## config.mk

```make
export PLATFORM = sky130hd
export DESIGN_NAME = sram_port_arbiter
export DESIGN_NICKNAME = d
export VERILOG_FILES = /design/src/rtl/sram_port_arbiter.sv
export SDC_FILE = /design/constraint.sdc
export NUM_CORES = 1
export LEC_CHECK = 0
export ABC_CLOCK_PERIOD_IN_PS = 1900
export BUFFER_PORTS_ARGS = -buffer_cell sky130_fd_sc_hd__buf_4
export CAP_MARGIN = 25
export CORE_UTILIZATION = 34
export DETAILED_ROUTE_END_ITERATION = 8
export GPL_ROUTABILITY_DRIVEN = 1
export GPL_TIMING_DRIVEN = 0
export PLACE_DENSITY_LB_ADDON = 0.08
export SETUP_SLACK_MARGIN = 0.2
export SLEW_MARGIN = 0
export SYNTH_ARGS = -nofsm -noshare
export SYNTH_HDL_FRONTEND = slang
export SYNTH_SLANG_ARGS = --single-unit
```

## constraint.sdc

```tcl
create_clock -name clk -period 1.9 [get_ports clk]
set_clock_uncertainty 0.15 [all_clocks]
set_input_delay 0.095 -clock clk [delete_from_list [all_inputs] [get_ports clk]]
set_output_delay 0.095 -clock clk [all_outputs]
set_load 0.1 [all_outputs]
```

## src/rtl/sram_port_arbiter.sv

```systemverilog
// Round-robin arbiter for two requesters sharing one synchronous single-port SRAM.
// After reset, the whole array is swept to INIT_VAL before any request is granted.
module sram_port_arbiter #(
  parameter int                   AddressSize = 8,
  parameter int                   DataSize    = 16,
  parameter logic [DataSize-1:0]  INIT_VAL    = '0
) (
  input  logic                   clk,
  input  logic                   rst,
  input  logic                   req0,
  input  logic                   wr0,
  input  logic [AddressSize-1:0] addr0,
  input  logic [DataSize-1:0]    wdata0,
  output logic                   gnt0,
  output logic                   rvalid0,
  input  logic                   req1,
  input  logic                   wr1,
  input  logic [AddressSize-1:0] addr1,
  input  logic [DataSize-1:0]    wdata1,
  output logic                   gnt1,
  output logic                   rvalid1,
  output logic [DataSize-1:0]    rdata,
  output logic                   init_done,
  output logic [AddressSize-1:0] mem_addr,
  output logic [DataSize-1:0]    mem_data,
  output logic                   mem_we_n,
  input  logic [DataSize-1:0]    mem_q
);

  // state | meaning
  // INIT  | sweeping every address to INIT_VAL, no grants
  // ARB   | round-robin arbitration of req0/req1
  typedef enum logic {ST_INIT, ST_ARB} state_e;

  state_e                 state_q, state_d;
  logic [AddressSize-1:0] cnt_q, cnt_d;
  logic                   prio_q, prio_d;   // 0: port0 wins a tie, 1: port1 wins
  logic                   init_done_q, init_done_d;
  logic                   rvalid0_q, rvalid0_d;
  logic                   rvalid1_q, rvalid1_d;

  always_ff @(posedge clk) begin
    if (rst) begin
      state_q     <= ST_INIT;
      cnt_q       <= '0;
      prio_q      <= 1'b0;
      init_done_q <= 1'b0;
      rvalid0_q   <= 1'b0;
      rvalid1_q   <= 1'b0;
    end else begin
      state_q     <= state_d;
      cnt_q       <= cnt_d;
      prio_q      <= prio_d;
      init_done_q <= init_done_d;
      rvalid0_q   <= rvalid0_d;
      rvalid1_q   <= rvalid1_d;
    end
  end

  always_comb begin
    state_d     = state_q;
    cnt_d       = cnt_q;
    prio_d      = prio_q;
    init_done_d = init_done_q;
    rvalid0_d   = 1'b0;
    rvalid1_d   = 1'b0;
    gnt0        = 1'b0;
    gnt1        = 1'b0;
    mem_addr    = '0;
    mem_data    = '0;
    mem_we_n    = 1'b1;
    // Reset gates the SRAM strobe and grants so no write lands while rst is high.
    if (!rst) begin
      case (state_q)
        ST_INIT: begin
          mem_addr = cnt_q;
          mem_data = INIT_VAL;
          mem_we_n = 1'b0;
          cnt_d    = cnt_q + AddressSize'(1);
          if (&cnt_q) begin
            state_d     = ST_ARB;
            init_done_d = 1'b1;
          end
        end
        ST_ARB: begin
          gnt0 = req0 & (~req1 | ~prio_q);
          gnt1 = req1 & (~req0 |  prio_q);
          if (gnt0) begin
            mem_addr  = addr0;
            mem_data  = wdata0;
            mem_we_n  = ~wr0;
            rvalid0_d = ~wr0;
            prio_d    = 1'b1;
          end else if (gnt1) begin
            mem_addr  = addr1;
            mem_data  = wdata1;
            mem_we_n  = ~wr1;
            rvalid1_d = ~wr1;
            prio_d    = 1'b0;
          end
        end
        default: state_d = ST_INIT;
      endcase
    end
  end

  // Masking with rst also drops a read return that was due in the reset cycle.
  assign rvalid0   = rvalid0_q & ~rst;
  assign rvalid1   = rvalid1_q & ~rst;
  assign init_done = init_done_q & ~rst;
  assign rdata     = mem_q;

endmodule

```

==> impl_metrics.env, run 1 <==
export IMPL_clock_fmax_mhz=507
export IMPL_clk_path_buf_depth=2
export IMPL_avgRoutedWirePerCell_um=19.0
export IMPL_cts_htree_levels=1
export IMPL_startpoint_type="flip-flop"
export IMPL_die_h_um=57.7
export IMPL_fp_dieW_um=57.7
export IMPL_coreArea_um2=2850
export IMPL_worstHoldPathType="in2reg"
export IMPL_numCtsBuffers=3
export IMPL_cap_violations=0
export IMPL_power_density_nw_per_um2=352
export IMPL_vias_per_cell=5.39
export IMPL_synthCells=122
export IMPL_cp_common_cell="buf_6"
export IMPL_portBuffers=98
export IMPL_fin_util_pct=84.4
export IMPL_crit_path_end_kind="primary output"
export IMPL_crit_fanout=8
export IMPL_multi_input_area_um2=732
export IMPL_p_int_w=0.000509
export IMPL_drive_above_1_share_pct=72.3
export IMPL_hpwlAfterDp_mm=3.06
export IMPL_top_layer="met4"
export IMPL_routed_wl_met3_um=431
export IMPL_insertion_delay_ns=0.29
export IMPL_synth_nets=193
export IMPL_grt_overflow=0
export IMPL_drtPass1Iterations=6
export IMPL_fin_ws_ns=-0.0726
export IMPL_finalInstanceArea_um2=2410
export IMPL_power_w=0.000849
export IMPL_drc_errors=10
export IMPL_path_clk_slew_ns=0.09
export IMPL_dr_wl_met2_mm=2.62
export IMPL_slew_viol_final=0
export IMPL_antenna_found_initial=0
export IMPL_area_growth_pct=129
export IMPL_finalWirelength_mm=4.99
export IMPL_vias=1412
export IMPL_fin_hold_ws_ns=0.0457
export IMPL_violations="design-rule violations, negative setup slack"
export IMPL_critPathSlowestCell="a221o_2"
export IMPL_wl_met1_mm=1.81
export IMPL_final_nets=303
export IMPL_fill_cells=145
export IMPL_vdd_ir_drop_worst_uv=511
export IMPL_leakage_nw=1.12
export IMPL_crit_arrival_ns=1.73
export IMPL_dpl_cell_area_um2=1910
export IMPL_cts_tree="built"
export IMPL_grt_pass1_wl_mm=7.09
export IMPL_rows=19
export IMPL_avgSynthCellArea_um2=8.64
export IMPL_finalCriticalPeriod_ns=1.97
export IMPL_finalCritPeriodShare_pct=104
export IMPL_dp_slack_ns=0.141
export IMPL_dieArea_um2=3330
export IMPL_drt_iter0_markers=63
export IMPL_p_seq_share_pct=33.6
export IMPL_grt_start_max_net_pins=11
export IMPL_crit_type="reg2out"
export IMPL_hold_viol=0
export IMPL_swShare_pct=40.0
export IMPL_share_comb_of_total_power_pct=45.2
export IMPL_drtAntennaViolNets=0
export IMPL_status="complete, but fails checks"
export IMPL_crit_chain="nand2b_4, and3_4, buf_6, buf_6, a221o_2, buf_12"
export IMPL_rsz0062_at_grt="true"
export IMPL_ios=116
export IMPL_synth_cell_types=36
export IMPL_cts_num_sinks=13
export IMPL_worst_pin_slew_ns=0.444
export IMPL_gp_congestion=0.830
export IMPL_ys_warn_count=0
export IMPL_finalSetupViolCount=8
export IMPL_worst_ep_required_time_ns=1.65
export IMPL_crit_path_max_incr_delay_ns=0.36
export IMPL_antenna_cells=0
export IMPL_grt_use_total_pct=28.0
export IMPL_p_switching_w=0.000340
export IMPL_initial_core_util_pct=36.9
export IMPL_p_clk_share_pct=21.1
export IMPL_seq_area_um2=263
export IMPL_cts_root_buf="clkbuf_4"
export IMPL_relSlewSlack_pct=70.4
export IMPL_synth_area_um2=1050
export IMPL_synth_seq_area_share_pct=24.7
export IMPL_synth_seq_cells=13
export IMPL_grt_pass1_vias=1397
## cell families (layout without fill, tap and decap cells)
kind of cell / after synthesis / count (layout) / synth area share (%)
XOR/XNOR: 4 / 4 / 3.33
multiplexers: 1 / 1 / 0.950
buffers and inverters: 26 / 135 / 18.8
AND/OR/NAND/NOR: 41 / 41 / 23.2
flip-flops: 13 / 13 / 24.7
AO/OA/AOI/OAI: 36 / 36 / 27.9
adder cells (fa/ha/maj): 1 / 1 / 1.19
## synthesized netlist by cell type
master      n  area (µm²)
or3_1       3        18.8
a221o_1     7        70.1
a21o_1      1        7.51
a21boi_2    1        11.3
mux2i_1     1        10.0
and2_1      6        37.5
xor2_1      3        26.3
and2_4      1        8.76
or2_2       1        6.26
a21oi_1     5        25.0
nand3_1     3        15.0
a211oi_1    1        7.51
nand2b_4    1        13.8
nor2b_1     6        37.5
buf_4      18         135
and3_1      1        6.26
nand2b_1    1        6.26
nor3_1      1        5.00
nand4_1     1        6.26
clkbuf_1    1        3.75
nand3b_1    1        7.51
xnor2_1     1        8.76
a22o_1     16         140
nand2_1     3        11.3
nand4b_1    2        17.5
nor3b_1     1        7.51
buf_2       2        10.0
a2bb2oi_1   1        8.76
inv_1       1        3.75
o21ai_0     3        15.0
nor2_1      8        30.0
dfxtp_1    13         260
ha_1        1        12.5
o32ai_1     1        8.76
nor2b_2     1        8.76
buf_6       4        45.0
## through the flow
step / setup TNS (ns) / cells
after detailed placement: 0 / 251
final: -0.310 / 262
after global placement: 0 / 251
after CTS: -0.226 / 261
after floorplan: -0.0238 / 122
after global routing: -0.658 / 262
## cell usage in the layout (no fill, tap or decap), drive strengths merged, types with 2 or more instances in the layout
cell type    Yosys  layout
buf             24     126
a22o            16      16
dfxtp           13      13
nor2             8       8
a221o            7       7
and2             7       7
nor2b            7       7
clkbuf           1       6
a21oi            5       5
nand3            3       3
xor2             3       3
nand2            3       3
o21ai            3       3
or3              3       3
nand4b           2       2
dlygate4sd3      0       2
nand2b           2       2
## layer usage
metal | GRT usage, % | vias up
met4 | 10.5 | 0
li1 | - | 647
met5 | 0 | -
met2 | 53.3 | 82
met3 | 4.24 | 13
met1 | 31.2 | 670
## power by group through the flow
stage / Clock [W] / Combinational, W / Sequential, W
after floorplan: 0 / 0.000228 / 0.000289
after global placement: 0 / 0.000350 / 0.000291
after detailed placement: 0 / 0.000355 / 0.000292
after CTS: 0.000181 / 0.000368 / 0.000285
after global routing: 0.000192 / 0.000397 / 0.000286
final: 0.000179 / 0.000384 / 0.000285
## worst paths after layout
check,depth (start not counted),start,end,slack (ns)
worst min register to register,2,cnt_q[6],cnt_q[6],0.38
worst max-delay path,6,prio_q,mem_addr[6],-0.07
worst min-delay path,4,req1,prio_q,0.05
worst max register to register,4,cnt_q[0],cnt_q[6],0.42
## state kept, by name (all words and copies together), names as in the netlist
register	count
cnt_q	8
init_done_q	1
prio_q	1
rvalid0_q	1
rvalid1_q	1
state_q	1
## timing repair
item | CTS | global route
setup endpoints to repair | 27 | 27
endpoints found under the hold margin | 2 | 0
setup buffers | 2 | 1
hold buffers | 2 | 0
gates resized for setup | 77 | 24
cloned | 2 | 0
pin swaps | 5 | 4
## worst max-delay path, delay by kind of cell (launching register included)
family / cells / cell delay [ns]
and+or+nand+nor: 2 / 0.29
buffers and inverters: 3 / 0.42
DFF: 1 / 0.35
AOI/OAI and AO/OA: 1 / 0.36
## layout make-up
type / instances / area share [%]
well taps: 31 / 1.61
inverters: 1 / 0.156
plain buffers: 25 / 8.73
multi-input cells: 83 / 30.4
flip-flops and latches: 13 / 10.9
repair buffers: 105 / 47.1
clock buffers: 4 / 1.09
(Power assumes the default switching activity.)
==> run 2: changes to the inputs <==
--- a/config.mk
+++ b/config.mk
@@ -7,2 +7,3 @@
 export LEC_CHECK = 0
+export ABC_AREA = 1
 export ABC_CLOCK_PERIOD_IN_PS = 1900
@@ -10,6 +11,5 @@
 export CAP_MARGIN = 25
-export CORE_UTILIZATION = 34
+export CORE_UTILIZATION = 36
 export DETAILED_ROUTE_END_ITERATION = 8
 export GPL_ROUTABILITY_DRIVEN = 1
-export GPL_TIMING_DRIVEN = 0
 export PLACE_DENSITY_LB_ADDON = 0.08
==> constraint.sdc (replaced) <==
create_clock -name clk -period 1.9 [get_ports clk]
set_clock_uncertainty 0.15 [all_clocks]
set_input_delay 0.285 -clock clk [delete_from_list [all_inputs] [get_ports clk]]
set_output_delay 0.285 -clock clk [all_outputs]
set_load 0.1 [all_outputs]
==> impl_metrics.env, run 2 <==
export IMPL_violations="negative setup slack"
export IMPL_finalCritPeriodShare_pct=110
export IMPL_numCtsBuffers=3
export IMPL_worstHoldStart="wr0"
export IMPL_synthCells=195
export IMPL_vias_per_cell=5.36
export IMPL_finalSetupViolCount=23
export IMPL_hpwlAfterDp_mm=2.89
export IMPL_portBuffers=83
export IMPL_drc_errors=0
export IMPL_rows=20
export IMPL_grt_use_total_pct=30.7
export IMPL_netlist_area_leader_share_pct=23.2
export IMPL_avgSynthCellArea_um2=6.15
export IMPL_synthTopCellsByArea="nand2_1, dfxtp_1, buf_4"
export IMPL_cts_root_buf="clkbuf_4"
export IMPL_finalCriticalPeriod_ns=2.08
export IMPL_initial_core_util_pct=38.6
export IMPL_p_clk_share_pct=25.7
export IMPL_min_to="rvalid0_q"
export IMPL_p_switching_w=0.000239
export IMPL_grt_start_max_net_pins=14
export IMPL_coreArea_um2=3100
export IMPL_leakage_nw=1.39
export IMPL_dieArea_um2=3560
export IMPL_worstHoldPathType="in2reg"
export IMPL_holdBufCountCts=0
export IMPL_crit_type="reg2out"
export IMPL_rsz0062_at_grt="true"
export IMPL_worst_pin_slew_ns=0.324
export IMPL_swShare_pct=33.5
export IMPL_fin_ws_ns=-0.183
export IMPL_cts_tree="built"
export IMPL_regMostFlops="cnt_q"
export IMPL_hold_viol=0
export IMPL_whs_path_depth=2
export IMPL_cap_violations=0
export IMPL_synth_fa_ha_area_share_pct=1.04
export IMPL_insertion_delay_ns=0.29
export IMPL_status="complete, but fails checks"
export IMPL_relSlewSlack_pct=78.3
export IMPL_synth_area_mux_share_pct=0
export IMPL_yosysMostFrequentCell="nand2_1"
export IMPL_area_growth_pct=135
export IMPL_grt_pass1_wl_mm=8.04
export IMPL_synth_compound_area_share_pct=4.38
export IMPL_crit_fanout=6
export IMPL_dpl_cell_area_um2=2210
export IMPL_synthXorXnorAreaFrac_pct=0
export IMPL_drive_above_1_share_pct=66.4
export IMPL_startpoint_type="flip-flop"
export IMPL_clk_path_buf_depth=2
export IMPL_slew_viol_final=0
export IMPL_finalWirelength_mm=6.81
export IMPL_yosys_area_share_simple_pct=52.1
export IMPL_path_clk_slew_ns=0.08
export IMPL_antenna_cells=0
export IMPL_cts_num_sinks=13
export IMPL_synth_seq_area_share_pct=21.7
export IMPL_final_nets=349
export IMPL_drtPass1Iterations=4
export IMPL_layout_common_cells="buf_4, buf_12, nand2_4, nand2_1, nand2_8"
export IMPL_fin_hold_ws_ns=0.0159
export IMPL_clock_fmax_mhz=480
export IMPL_p_seq_share_pct=40.1
export IMPL_finalInstanceArea_um2=2810
export IMPL_async_reset_ff_share_pct=0
export IMPL_crit_path_end_kind="primary output"
export IMPL_vdd_ir_drop_worst_uv=397
export IMPL_crit_arrival_ns=1.65
export IMPL_ys_warn_count=0
export IMPL_largest_reg_flops=8
export IMPL_ios=116
export IMPL_avgRoutedWirePerCell_um=21.2
export IMPL_gp_congestion=0.830
export IMPL_layout_commonest_cell="buf_4"
export IMPL_vias=1722
export IMPL_worst_ep_required_time_ns=1.46
export IMPL_r2r_setup_slack_ns=0.36
export IMPL_synth_nets=266
export IMPL_fp_dieW_um=59.7
export IMPL_synth_area_um2=1200
export IMPL_synth_top_family_by_area="simple AND/OR/NAND/NOR gates"
export IMPL_drtAntennaViolNets=0
export IMPL_drt_iter0_markers=143
export IMPL_p_int_w=0.000474
export IMPL_synth_edf_count=0
export IMPL_synthTopCellsByCount="nand2_1, nand3_1, buf_4"
export IMPL_rr_startpoint="cnt_q[1]"
export IMPL_reg2reg_depth=7
export IMPL_timing_rr_end="cnt_q[6]"
export IMPL_synth_top_area_cell="nand2_1"
export IMPL_synth_seq_cells=13
export IMPL_power_density_nw_per_um2=253
export IMPL_synth_cell_types=23
export IMPL_die_h_um=59.7
export IMPL_antenna_found_initial=0
export IMPL_grt_pass1_vias=1642
export IMPL_grt_overflow=0
export IMPL_synth_main_ff_cell="dfxtp_1"
export IMPL_share_comb_of_total_power_pct=34.2
export IMPL_cts_htree_levels=1
run 2: cell types whose count changed after synthesis, sizes merged, moves of 2 or more:
cell | before | now
a221o | 7 | 0
a22o | 16 | 0
and2 | 7 | 0
inv | 1 | 16
nand2 | 3 | 85
nand2b | 2 | 0
nand3 | 3 | 21
nand4b | 2 | 0
nor2 | 8 | 21
nor2b | 7 | 0
or3 | 3 | 0
xor2 | 3 | 0
run 2: how the worst max path moves through the flow:
stage / slack, ns / from / end / cells past startpoint
2_1_floorplan: -0.25 / rst / init_done / 2
3_3_place_gp: 0.03 / req1 / mem_addr[6] / 8
3_5_place_dp: 0.03 / req1 / mem_data[0] / 8
4_1_cts: -0.04 / state_q / mem_data[13] / 8
5_1_grt: -0.21 / prio_q / mem_addr[1] / 7
6_report: -0.18 / prio_q / mem_addr[1] / 7
run 2: kinds of logic after synthesis:
logic type                 Yosys count
adders and majority gates            1
DFF                                 13
AOI/OAI and AO/OA                   10
buffers and inverters               39
and+or+nand+nor                    132
run 2: layout make-up:
cell class	instances	area, µm²
flip-flops and latches	13	263
repair buffers	101	1170
fillers	116	289
multi-input cells	143	1230
inverters	16	62.6
well taps	44	55.1
clock buffers	4	26.3
run 2: routing by layer:
metal	track usage (%)	vias up	share of wire, %
met5	0	-	0
met4	15.9	0	4.7
met3	4.55	39	9.2
met2	52.9	123	49
met1	36.7	804	37
li1	-	756	-
run 2: critical path, stage by stage, from the launching register on:
cell and delay, ns:
dfxtp_2 0.34, nand2_2 0.07, nand2_2 0.13, nor2_8 0.23
buf_4 0.18, nand2_1 0.12, nand3_4 0.11, buf_12 0.17
run 2: power groups by stage:
| stage | clock network (W) | logic, W | registers (W) |
|---|---|---|---|
| after floorplan | 0 | 0.000229 | 0.000289 |
| after global placement | 0 | 0.000184 | 0.000290 |
| after detailed placement | 0 | 0.000186 | 0.000290 |
| after CTS | 0.000179 | 0.000206 | 0.000284 |
| after global routing | 0.000195 | 0.000251 | 0.000287 |
| final | 0.000183 | 0.000244 | 0.000286 |
run 2: per-stage QoR:
| stage | util, % | std cells | setup WS (ns) | total power (W) | TNS (ns) |
|---|---|---|---|---|---|
| CTS | 86.1 | 319 | -0.0437 | 0.000669 | -0.732 |
| floorplan | - | 195 | -0.255 | 0.000518 | -0.965 |
| finish | 90.7 | 321 | -0.183 | 0.000713 | -2.42 |
| global route | 90.7 | 321 | -0.215 | 0.000733 | -3.41 |
| detailed placement | 71.2 | 312 | 0.0293 | 0.000476 | 0 |
| global placement | 71.2 | 312 | 0.0315 | 0.000474 | 0 |
run 2: repair_timing:
| item | CTS | global route |
|---|---|---|
| buffers inserted | 2 | 2 |
| gates resized for setup | 98 | 26 |
| cloned | 1 | 0 |
| pin swaps | 9 | 18 |
| endpoints found under the setup margin | 26 | 27 |
==> run 3: changes to the inputs <==
ABC_CLOCK_PERIOD_IN_PS = 2100   (was 1900)
clock period = 2.1 ns   (was 1.9 ns; I/O delays follow)
==> impl_metrics.env, run 3 (same netlist as run 2, synthesis figures left out) <==
export IMPL_gp_congestion=0.822
export IMPL_relSlewSlack_pct=78.5
export IMPL_finalCritPeriodShare_pct=97.3
export IMPL_cts_tree="built"
export IMPL_vias_per_cell=4.80
export IMPL_layout_common_cells="buf_4, nand2_1, buf_12, nand2_2, nand3_1"
export IMPL_clock_fmax_mhz=490
export IMPL_finalSetupViolCount=0
export IMPL_largest_reg_flops=8
export IMPL_rsz0062_at_grt="true"
export IMPL_cts_htree_levels=1
export IMPL_fp_dieW_um=59.7
export IMPL_initial_core_util_pct=38.6
export IMPL_antenna_cells=0
export IMPL_grt_start_max_net_pins=13
export IMPL_share_comb_of_total_power_pct=29.8
export IMPL_grt_use_total_pct=23.7
export IMPL_area_growth_pct=105
export IMPL_avgRoutedWirePerCell_um=13.9
export IMPL_vdd_ir_drop_worst_uv=361
export IMPL_regMostFlops="cnt_q"
export IMPL_final_nets=346
export IMPL_cap_violations=0
export IMPL_cts_num_sinks=13
export IMPL_hold_viol=0
export IMPL_die_h_um=59.7
export IMPL_drtAntennaViolNets=0
export IMPL_crit_arrival_ns=1.58
export IMPL_grt_overflow=0
export IMPL_swShare_pct=30.6
export IMPL_crit_type="reg2out"
export IMPL_fin_util_pct=79.1
export IMPL_numCtsBuffers=3
export IMPL_worst_ep_required_time_ns=1.63
export IMPL_antenna_found_initial=0
export IMPL_finalInstanceArea_um2=2450
export IMPL_worstHoldPathType="in2reg"
export IMPL_power_density_nw_per_um2=245
export IMPL_leakage_nw=1.17
export IMPL_dp_slack_ns=0.0861
export IMPL_fin_ws_ns=0.0573
export IMPL_grt_pass1_vias=1453
export IMPL_path_clk_slew_ns=0.09
export IMPL_startpoint_type="flip-flop"
export IMPL_multi_input_area_um2=943
export IMPL_coreArea_um2=3100
export IMPL_p_seq_share_pct=42.8
export IMPL_slew_viol_final=0
export IMPL_grt_pass1_wl_mm=6.44
export IMPL_drive_above_1_share_pct=58.4
export IMPL_clk_path_buf_depth=2
export IMPL_cts_root_buf="clkbuf_4"
export IMPL_portBuffers=83
export IMPL_finalWirelength_mm=4.42
export IMPL_hpwlAfterDp_mm=2.65
export IMPL_status="completed"
export IMPL_worst_pin_slew_ns=0.321
export IMPL_crit_path_end_kind="primary output"
export IMPL_rows=20
export IMPL_seq_area_um2=263
export IMPL_setup_tns_final_ns=0
export IMPL_crit_fanout=12
export IMPL_fill_cells=222
export IMPL_dpl_cell_area_um2=1950
export IMPL_finalCriticalPeriod_ns=2.04
export IMPL_layout_commonest_cell="buf_4"
export IMPL_p_int_w=0.000418
export IMPL_p_switching_w=0.000184
export IMPL_drtPass1Iterations=4
export IMPL_dieArea_um2=3560
export IMPL_drc_errors=0
export IMPL_drt_iter0_markers=35
export IMPL_ios=116
export IMPL_insertion_delay_ns=0.29
export IMPL_vias=1526
export IMPL_p_clk_share_pct=27.5
run 3: power by group through the flow:
stage	clock network [W]	registers, W	logic [W]
final	0.000165	0.000257	0.000179
after global routing	0.000183	0.000258	0.000189
after CTS	0.000169	0.000257	0.000166
after detailed placement	0	0.000263	0.000154
after global placement	0	0.000263	0.000154
after floorplan	0	0.000261	0.000206
run 3: stage by stage:
| stage | hold WS (ns) | total power (W) | instances |
|---|---|---|---|
| 6_report | 0.0350 | 0.000602 | 318 |
| 5_1_grt | 0.0301 | 0.000630 | 318 |
| 4_1_cts | 0.0277 | 0.000593 | 316 |
| 3_5_place_dp | 0.300 | 0.000417 | 305 |
| 3_3_place_gp | 0.294 | 0.000416 | 305 |
| 2_1_floorplan | 0.231 | 0.000468 | 195 |
run 3: layout make-up:
| type | count | area share, % |
|---|---|---|
| flip-flops and latches | 13 | 10.7 |
| inverters | 16 | 2.65 |
| clock buffers | 4 | 1.07 |
| well taps | 44 | 2.24 |
| repair buffers | 97 | 44.9 |
| multi-input cells | 144 | 38.4 |
run 3: per-layer routing:
metal,GRT usage (%),routed length [µm],vias up
li1,-,-,750
met1,26.3,1650,697
met2,42.9,2370,63
met3,6.71,315,16
met4,8.31,78,0
met5,0,0,-
run 3: repair_timing:
item / in CTS / in global routing
buffers inserted: 6 / 2
endpoints found under the setup margin: 26 / 26
gates resized for setup: 83 / 19
pin swaps: 2 / 3
hold buffers: 0 / 0
gates cloned: 1 / 0
run 3: final timing paths:
| kind | startpoint | cells past startpoint | end | slack [ns] |
|---|---|---|---|---|
| worst max-delay path | state_q | 9 | mem_addr[3] | 0.06 |
| worst min-delay path | wr0 | 2 | rvalid0_q | 0.03 |
| worst max register to register | cnt_q[0] | 7 | cnt_q[6] | 0.64 |
| worst min register to register | init_done_q | 2 | init_done_q | 0.31 |
run 3: worst max-delay path, cell delays in order, from the launching register on:
cell and delay (ns):
dfxtp_2 0.34, inv_2 0.05, nor2_4 0.11, inv_6 0.08
nor2_8 0.13, buf_12 0.13, buf_12 0.12, nand2_1 0.06
nand3_2 0.10, buf_12 0.18
